<file path="src/rtl/multicycle_sequencer.sv">
// rtl/multicycle_sequencer.sv - multicycle FETCH/DECODE/EXECUTE/MEMORY/WRITEBACK instruction sequencer
//
// Owns the timing of state-element updates for the core: issues imem/dmem
// request handshakes and the IR / regfile / PC write strobes. Memory hangs
// and illegal opcodes park the sequencer in HALT with an error code.
//
// Optional feature macro: PERF_CNT_EN (adds cycle_cnt / retire_cnt outputs).
//
// Ports:
//   clk, reset            clock; synchronous active-high reset
//   run                   permit start of the next instruction fetch
//   opcode[5:0]           IR[31:26], valid from DECODE onward
//   alu_zero              ALU zero flag, used by BRANCH in EXECUTE
//   imem_req/imem_ready   instruction fetch handshake
//   dmem_req/dmem_we      data access request, 1=store 0=load
//   dmem_ready            data access complete
//   ir_write, reg_write   IR latch and regfile write strobes
//   pc_write, pc_src[1:0] PC update strobe and source (00 +4, 01 branch, 10 jump)
//   stage[2:0]            current state encoding
//   halted, err_code[1:0] HALT flag; 00 none, 01 illegal, 10 imem timeout, 11 dmem timeout
//   cycle_cnt, retire_cnt performance counters (PERF_CNT_EN only)

module multicycle_sequencer #(
  parameter int TIMEOUT   = 16,
  parameter int CNT_WIDTH = 32
) (
  input  logic       clk,
  input  logic       reset,
  input  logic       run,
  input  logic [5:0] opcode,
  input  logic       alu_zero,
  output logic       imem_req,
  input  logic       imem_ready,
  output logic       dmem_req,
  output logic       dmem_we,
  input  logic       dmem_ready,
  output logic       ir_write,
  output logic       reg_write,
  output logic       pc_write,
  output logic [1:0] pc_src,
  output logic [2:0] stage,
  output logic       halted,
  output logic [1:0] err_code
`ifdef PERF_CNT_EN
  ,
  output logic [CNT_WIDTH-1:0] cycle_cnt,
  output logic [CNT_WIDTH-1:0] retire_cnt
`endif
);

  typedef enum logic [2:0] {
    S_FETCH     = 3'd0,
    S_DECODE    = 3'd1,
    S_EXECUTE   = 3'd2,
    S_MEMORY    = 3'd3,
    S_WRITEBACK = 3'd4,
    S_HALT      = 3'd5
  } state_t;

  typedef enum logic [2:0] {
    C_NOP, C_ALU, C_LOAD, C_STORE, C_BRANCH, C_JUMP, C_HALT, C_ILLEGAL
  } cls_t;

  state_t      state, state_next;
  cls_t        cls;
  logic        req_pending, req_pending_next;
  logic [1:0]  err_q, err_next;
  logic [31:0] tcount;
  logic        req_wait;
  logic        expire;

  always_comb begin
    case (opcode)
      6'h00:                      cls = C_NOP;
      6'h01, 6'h02,
      6'h03, 6'h04, 6'h05, 6'h06: cls = C_ALU;
      6'h07:                      cls = C_LOAD;
      6'h08:                      cls = C_STORE;
      6'h0B:                      cls = C_BRANCH;
      6'h0C, 6'h0D:               cls = C_JUMP;
      6'h0E:                      cls = C_HALT;
      default:                    cls = C_ILLEGAL;
    endcase
  end

  // A request is "waiting" on any cycle it is raised without its ready.
  // Expiry fires on the TIMEOUT-th such cycle; a ready in that same cycle
  // is taken first, so it completes normally.
  always_comb begin
    req_wait = 1'b0;
    if (state == S_FETCH)
      req_wait = (run | req_pending) & ~imem_ready;
    else if (state == S_MEMORY)
      req_wait = ~dmem_ready;
  end

  assign expire = (TIMEOUT != 0) && req_wait && (tcount == 32'(TIMEOUT - 1));

  always_comb begin
    state_next       = state;
    req_pending_next = 1'b0;
    err_next         = err_q;
    imem_req         = 1'b0;
    dmem_req         = 1'b0;
    dmem_we          = 1'b0;
    ir_write         = 1'b0;
    reg_write        = 1'b0;
    pc_write         = 1'b0;
    pc_src           = 2'b00;
    halted           = 1'b0;

    case (state)
      S_FETCH: begin
        // Once issued the request is held regardless of run.
        imem_req = run | req_pending;
        if (imem_req && imem_ready) begin
          ir_write   = 1'b1;
          state_next = S_DECODE;
        end else if (expire) begin
          imem_req   = 1'b1;
          err_next   = 2'b10;
          state_next = S_HALT;
        end else begin
          req_pending_next = imem_req;
        end
      end

      S_DECODE: begin
        case (cls)
          C_NOP: begin
            pc_write   = 1'b1;
            state_next = S_FETCH;
          end
          C_JUMP: begin
            pc_write   = 1'b1;
            pc_src     = 2'b10;
            state_next = S_FETCH;
          end
          C_HALT:    state_next = S_HALT;
          C_ILLEGAL: begin
            err_next   = 2'b01;
            state_next = S_HALT;
          end
          default:   state_next = S_EXECUTE;
        endcase
      end

      S_EXECUTE: begin
        case (cls)
          C_BRANCH: begin
            pc_write   = 1'b1;
            pc_src     = alu_zero ? 2'b01 : 2'b00;
            state_next = S_FETCH;
          end
          C_ALU:            state_next = S_WRITEBACK;
          C_LOAD, C_STORE:  state_next = S_MEMORY;
          // Opcode changed under a latched IR: treat as illegal rather than guess.
          default: begin
            err_next   = 2'b01;
            state_next = S_HALT;
          end
        endcase
      end

      S_MEMORY: begin
        dmem_req = 1'b1;
        dmem_we  = (cls == C_STORE);
        if (dmem_ready) begin
          if (cls == C_STORE) begin
            pc_write   = 1'b1;
            state_next = S_FETCH;
          end else begin
            state_next = S_WRITEBACK;
          end
        end else if (expire) begin
          err_next   = 2'b11;
          state_next = S_HALT;
        end
      end

      S_WRITEBACK: begin
        reg_write  = 1'b1;
        pc_write   = 1'b1;
        state_next = S_FETCH;
      end

      default: begin
        halted = 1'b1;
      end
    endcase
  end

  always_ff @(posedge clk) begin
    if (reset) begin
      state       <= S_FETCH;
      req_pending <= 1'b0;
      err_q       <= 2'b00;
      tcount      <= 32'd0;
    end else begin
      state       <= state_next;
      req_pending <= req_pending_next;
      err_q       <= err_next;
      if (state_next != state)
        tcount <= 32'd0;
      else if (req_wait)
        tcount <= tcount + 32'd1;
    end
  end

  assign stage    = state;
  assign err_code = err_q;

`ifdef PERF_CNT_EN
  always_ff @(posedge clk) begin
    if (reset) begin
      cycle_cnt  <= '0;
      retire_cnt <= '0;
    end else begin
      if (!halted)
        cycle_cnt <= cycle_cnt + 1'b1;
      if (pc_write)
        retire_cnt <= retire_cnt + 1'b1;
    end
  end
`else
  logic unused_cnt_width;
  assign unused_cnt_width = (CNT_WIDTH > 0);
`endif

endmodule

</file>
<file path="config.mk">
export PLATFORM = sky130hd
export DESIGN_NAME = multicycle_sequencer
export DESIGN_NICKNAME = d
export VERILOG_FILES = /design/src/rtl/multicycle_sequencer.sv
export SDC_FILE = /design/constraint.sdc
export NUM_CORES = 1
export LEC_CHECK = 0
export CAP_MARGIN = 20
export CORE_UTILIZATION = 35
export DETAILED_ROUTE_END_ITERATION = 6
export HOLD_SLACK_MARGIN = 0.06
export SLEW_MARGIN = 5
export SYNTH_ARGS = -nofsm -noshare
export SYNTH_HDL_FRONTEND = slang
export SYNTH_SLANG_ARGS = --single-unit
export TNS_END_PERCENT = 100
</file>
<file path="constraint.sdc">
create_clock -name clk -period 3.1 [get_ports clk]
set_input_delay 0.62 -clock clk [delete_from_list [all_inputs] [get_ports clk]]
set_output_delay 0.62 -clock clk [all_outputs]
set_load 0.005 [all_outputs]
</file>
== Word-level counts from Yosys, hierarchy flattened ==
Memories as Yosys holds them, arrays and structs flattened.
Index checks and enable logic that the tools add are counted.
Cells by class
  add/sub/neg operators: 1
  eq/ne operators: 19
  muxes and demuxes: 35
  bitwise operators: 5
  reduce and logical (&&, ||, !) cells: 14
Operators by type and width (count)
  $add A32 B1 Y32 const B: 1
  $eq A32 B4 Y1 const B: 1
  $mux W1: 17
  $eq A3 B3 Y1 const B: 5
  $mux W3: 5
  $pmux W3 S5: 1
  $mux W2: 7
  $eq A3 B2 Y1 const B: 4
  $ne A2 B2 Y1 const B: 6
  $pmux W3 S3: 1
  $pmux W2 S4: 1
  $reduce_or A2 Y1: 4
  $reduce_or A4 Y1: 2
  $reduce_and A7 Y1: 1
  $eq A3 B1 Y1 const B: 2
  $logic_not A3 Y1: 2
  $pmux W3 S2: 1
  $reduce_or A5 Y1: 1
  $pmux W1 S4: 1
  $pmux W2 S2: 1
  $reduce_bool A4 Y1: 1
  $ne A3 B3 Y1: 1
  $not A1 Y1: 3
  $logic_and A1 B1 Y1: 2
  3 further kinds: 3
Storage, ports and cells
  bits in registers: 38
  ROM bits: 48
  input port bits: 12
  output and inout port bits: 14
  logic and storage cells: 79
  memories: 1
Memories
  (no name shown): words 16, bits a word 3, read ports 1, clocked after Yosys merged registers in 0, wr ports 0, RTL line 73  | case (opcode)

== Logic depth before layout (Yosys ltp) ==
Gate-level depths: netlist (run 1).
  word-level depth: 9
  mapped depth: 8

== Worst setup path after synthesis (run 1) ==
OpenSTA, ideal clock, no wires.
  kind: input to register
  start: input port run
  end: register tcount[2]
  library setup time: 65 ps
  arrival time: 2184 ps
  required time: 3035 ps
  path slack: 852 ps
  cell stages on the path: 7
  path through: or2_2 a32oi_4 nor4_4 a2111oi_2 o211ai_2 buf_6 nor2_1
Between the ends
  longest elaborated chain between the ends: 9
RTL lines
  start, declared: RTL line 29  | input logic run,
  $or A1 B1 Y1 (*): RTL line 92, 115
  $and A1 B1 Y1: RTL line 92  | req_wait = (run | req_pending) & ~imem_ready;
  $mux W1: RTL line 91  | if (state == S_FETCH)
  $logic_and A1 B1 Y1: RTL line 97  | assign expire = (TIMEOUT != 0) && req_wait && (tcount == 32'(TIMEOUT - 1));
  $mux W3: RTL line 119, 175
  $mux W3, on equally long branches: RTL line 168, 116
  $pmux W3 S5: RTL line 112  | case (state)
  $ne A3 B3 Y1: RTL line 203  | if (state_next != state)
  $reduce_or A2 Y1 (no line)
  end signal, assigned: RTL line 206  | tcount <= tcount + 32'd1;
  end, declared: RTL line 68  | logic [31:0] tcount;
Every way passes the cells marked *; elsewhere a longest branch is shown, timed or not.
A chain may end at the register's enable or synchronous reset.

== Final worst setup path (run 1) ==
  start: input port opcode[1]
  end: output port pc_write
Between the ends
  longest elaborated chain between the ends: 6
RTL lines
  start, declared: RTL line 30  | input logic [5:0] opcode,
  $mem_v2 Z16 W3 (*)
  $mux W3 (*): RTL line 73
  $eq A3 B2 Y1 (tied with other cells): RTL line 169  | if (cls == C_STORE) begin
  $mux W1 / $reduce_or A2 Y1 (equally long branches)
  $mux W1, on equally long branches: RTL line 168, 129
  $pmux W1 S4 (*): RTL line 112
  end, declared: RTL line 39  | output logic pc_write,
Marks and branches as above.

==> results.sh, run 1 <==
export IMPL_status="complete, no violations"
export IMPL_cts_tree="built"
export IMPL_insertion_delay_ps=290
export IMPL_synth_compound_area_frac=0.123
export IMPL_whs_path_depth=2
export IMPL_core_mm2=0.00610
export IMPL_p_per_area_mw_per_mm2=358
export IMPL_pre_cts_slack_ps=-32.8
export IMPL_cts_path_max_buffers=2
export IMPL_arrival_ps=2380
export IMPL_path_class="in2out"
export IMPL_min_period_ps=3000
export IMPL_synthCells=272
export IMPL_dieArea_mm2=0.00681
export IMPL_relSlewSlack=0.620
export IMPL_p_leak_nw=0.995
export IMPL_multiInputGateArea_mm2=0.00143
export IMPL_cts_sinks=38
export IMPL_setup_viol=0
export IMPL_hold_viol=0
export IMPL_dr_wl_met2_um=2280
export IMPL_nets=321
export IMPL_row_count=28
export IMPL_vias_per_cell=5.34
export IMPL_required_ps=2480
export IMPL_portBuffers=25
export IMPL_synthXorXnorAreaFrac=0.123
export IMPL_wl_met3_um=252
export IMPL_r2r_start="stage[2]$_SDFF_PP0_"
export IMPL_holdWs_ps=492
export IMPL_fin_skew_ps=6.83
export IMPL_syn_to_final_growth_pct=21.7
export IMPL_hpwl_um=3780
export IMPL_yosys_warnings=0
export IMPL_synthAdderAreaFrac=0.00551
export IMPL_numCtsBuffers=5
export IMPL_antenna_cells=0
export IMPL_synth_top_area_share=0.335
export IMPL_hp_class="reg2reg"
export IMPL_wire_per_inst_um=13.8
export IMPL_yosys_mux_area_fraction=0.0132
export IMPL_ir_worst_vdd_uv=235
export IMPL_yosysUniqueCellTypes=49
export IMPL_grt_pass1_wl_um=8780
export IMPL_dp_cells=376
export IMPL_holdBufCountCts=0
export IMPL_die_x_um=82.6
export IMPL_worstPathMaxFanout=15
export IMPL_synth_area_top_cells="dfxtp_1 33%, nor2_1 8.6%, xor2_1 7.7%"
export IMPL_grt_pass1_vias=1837
export IMPL_rsz0062_at_grt="no"
export IMPL_hold_start="err_code[1]$_SDFFE_PP0P_"
export IMPL_highest_layer="met4"
export IMPL_design_area_mm2=0.00276
export IMPL_crit_path_end_kind="primary output"
export IMPL_antenna_found_initial=0
export IMPL_synth_seq_cells=38
export IMPL_postRouteAntennaNets=0
export IMPL_regArea_um2=761
export IMPL_final_cells=383
export IMPL_yosys_area_share_simple=0.356
export IMPL_max_freq_ghz=0.333
export IMPL_drv_cap=0
export IMPL_finalCritPeriodShare=0.968
export IMPL_gp_congestion=0.836
export IMPL_io_pin_count=26
export IMPL_initial_core_util=0.373
export IMPL_syn_area_per_cell_um2=8.35
export IMPL_cts_htree_levels=2
export IMPL_synth_top_area_cell="dfxtp_1"
export IMPL_place_area_mm2=0.00267
export IMPL_synth_area_mm2=0.00227
export IMPL_vias=2046
export IMPL_met1Wirelength_um=2690
export IMPL_ys_seq_area_frac=0.335
export IMPL_synth_top_family_by_area="simple AND/OR/NAND/NOR gates"
export IMPL_startpoint_type="primary input"
export IMPL_final_layout_size_suffix_gt1_frac=0.120
export IMPL_worstMarginPinSlew_ps=569
export IMPL_postRouteWirelength_um=5270
export IMPL_critPathLaunch="opcode[1]"
export IMPL_grt_max_degree=33
export IMPL_drv_slew=0
export IMPL_rrSetupSlack_ps=660
export IMPL_syn_nets=285
export IMPL_grt_usage=0.169
export IMPL_die_h_um=82.6
export IMPL_setup_ws_ps=101
export IMPL_gr_total_overflow=0
export IMPL_reg2reg_to="tcount[27]$_SDFFE_PP0P_"
export IMPL_drt_iter0_markers=153
export IMPL_detail_route_first_pass_iterations=4
export IMPL_clkSlewWorstSetupHoldPaths_ps=60
export IMPL_root_buffer="clkbuf_8"
export IMPL_drc=0
export IMPL_fill_cells=632
export IMPL_whs_endpoint="err_code[1]$_SDFFE_PP0P_"
export IMPL_reg2reg_depth=8
-- routing by layer --
| metal | GRT usage | vias to the layer above |
|---|---|---|
| met4 | 0.0466 | 0 |
| met5 | 0 | - |
| met1 | 0.242 | 953 |
| met3 | 0.0341 | 6 |
| met2 | 0.255 | 43 |
| li1 | - | 1044 |
-- report_power, final --
part           leakage (nW)  switching [W]  internal (W)
registers             0.307      0.0000112      0.000494
logic                 0.650      0.0000862     0.0000783
clock network        0.0383       0.000164      0.000155
total                 0.995       0.000261      0.000727
-- final cells by class --
type,count,share of cell area
clock buffer,7,0.0276
inverter,5,0.00679
multi-input combinational,217,0.518
sequential,38,0.275
tap,75,0.0340
timing repair buffer,41,0.139
-- timing repair --
action / in CTS / in global routing
gates resized for setup: 1 / 3
buffers inserted: 0 / 0
endpoints found under the setup margin: 1 / 1
-- worst max-delay path: stages --
cell	delay (ps)
clkdlybuf4s50_1	480
buf_4	200
nor2b_1	80
and4_1	210
a211oi_1	220
o21ai_0	120
clkdlybuf4s50_1	450
-- cells in the final DEF, fill, tap and decap left out, drive strengths merged, types with 7 or more instances in the layout --
cell type,synthesis,final
nand3,15,15
xor2,20,20
nand2,15,15
clkbuf,4,7
nor4,10,10
nor2,52,52
and3,15,15
buf,8,16
o211ai,7,7
clkdlybuf4s50,0,25
nor3,9,9
xnor2,12,12
dfxtp,38,38
-- how the worst max path moves through the flow --
stage                                         to  cells after the start  slack [ps]
after global routing                    pc_write                      6           4
after detailed placement                pc_write                      7         -30
final                                   pc_write                      7         100
after CTS                               pc_write                      7          50
after global placement                  pc_write                      7          30
after floorplan           tcount[2]$_SDFFE_PP0P_                      7         850
-- through the flow --
| stage | utilization | total power, W | setup TNS (ps) |
|---|---|---|---|
| final | 0.453 | 0.000988 | 0 |
| after floorplan | - | 0.000613 | 0 |
| after global placement | 0.438 | 0.000677 | 0 |
| after CTS | 0.451 | 0.000994 | 0 |
| after global routing | 0.453 | 0.00103 | 0 |
| after detailed placement | 0.438 | 0.000677 | -32.8 |
-- Yosys cell counts (all sizes together) --
| cell | number |
|---|---|
| or2 | 2 |
| a311oi | 1 |
| and4 | 6 |
| o21a | 1 |
| o2111ai | 2 |
| nand4bb | 2 |
| o21ai | 5 |
| clkbuf | 4 |
| nand3 | 15 |
| and3b | 2 |
| a31o | 1 |
| a21bo | 1 |
| a221oi | 1 |
| mux2i | 3 |
| o22ai | 1 |
| and4bb | 1 |
| a2111oi | 1 |
| nor4b | 2 |
| nor4 | 10 |
| ha | 1 |
| o311ai | 1 |
| inv | 5 |
| nand4 | 6 |
| a211oi | 1 |
| a21oi | 4 |
| o211a | 1 |
| nor2b | 6 |
| o211ai | 7 |
| nor3 | 9 |
| and2 | 2 |
| nand2 | 15 |
| dfxtp | 38 |
| xor2 | 20 |
| a31oi | 3 |
| o31ai | 1 |
| xnor2 | 12 |
| or4 | 1 |
| buf | 8 |
| nor2 | 52 |
| o31a | 1 |
| and3 | 15 |
| a32oi | 1 |
| nand2b | 1 |
-- kinds of logic after synthesis --
logic type,Yosys count
and+or+nand+nor,147
adders and majority gates,1
buffers and inverters,17
muxes,3
xor gates and xnor gates,32
DFF,38
AOI/OAI and AO/OA,34
-- flip-flops by register name, summed over array words and instances (netlist names) --
register / count
err_code: 2
stage: 3
tcount: 32
req_pending: 1
No activity file was read; power rests on OpenSTA's default activity.
==> run 2: changes to the inputs <==
Settings changed: SLEW_MARGIN 5 to 0.
==> results of run 2 <==
Final layout, timing and power as in run 1 (identical DEF).
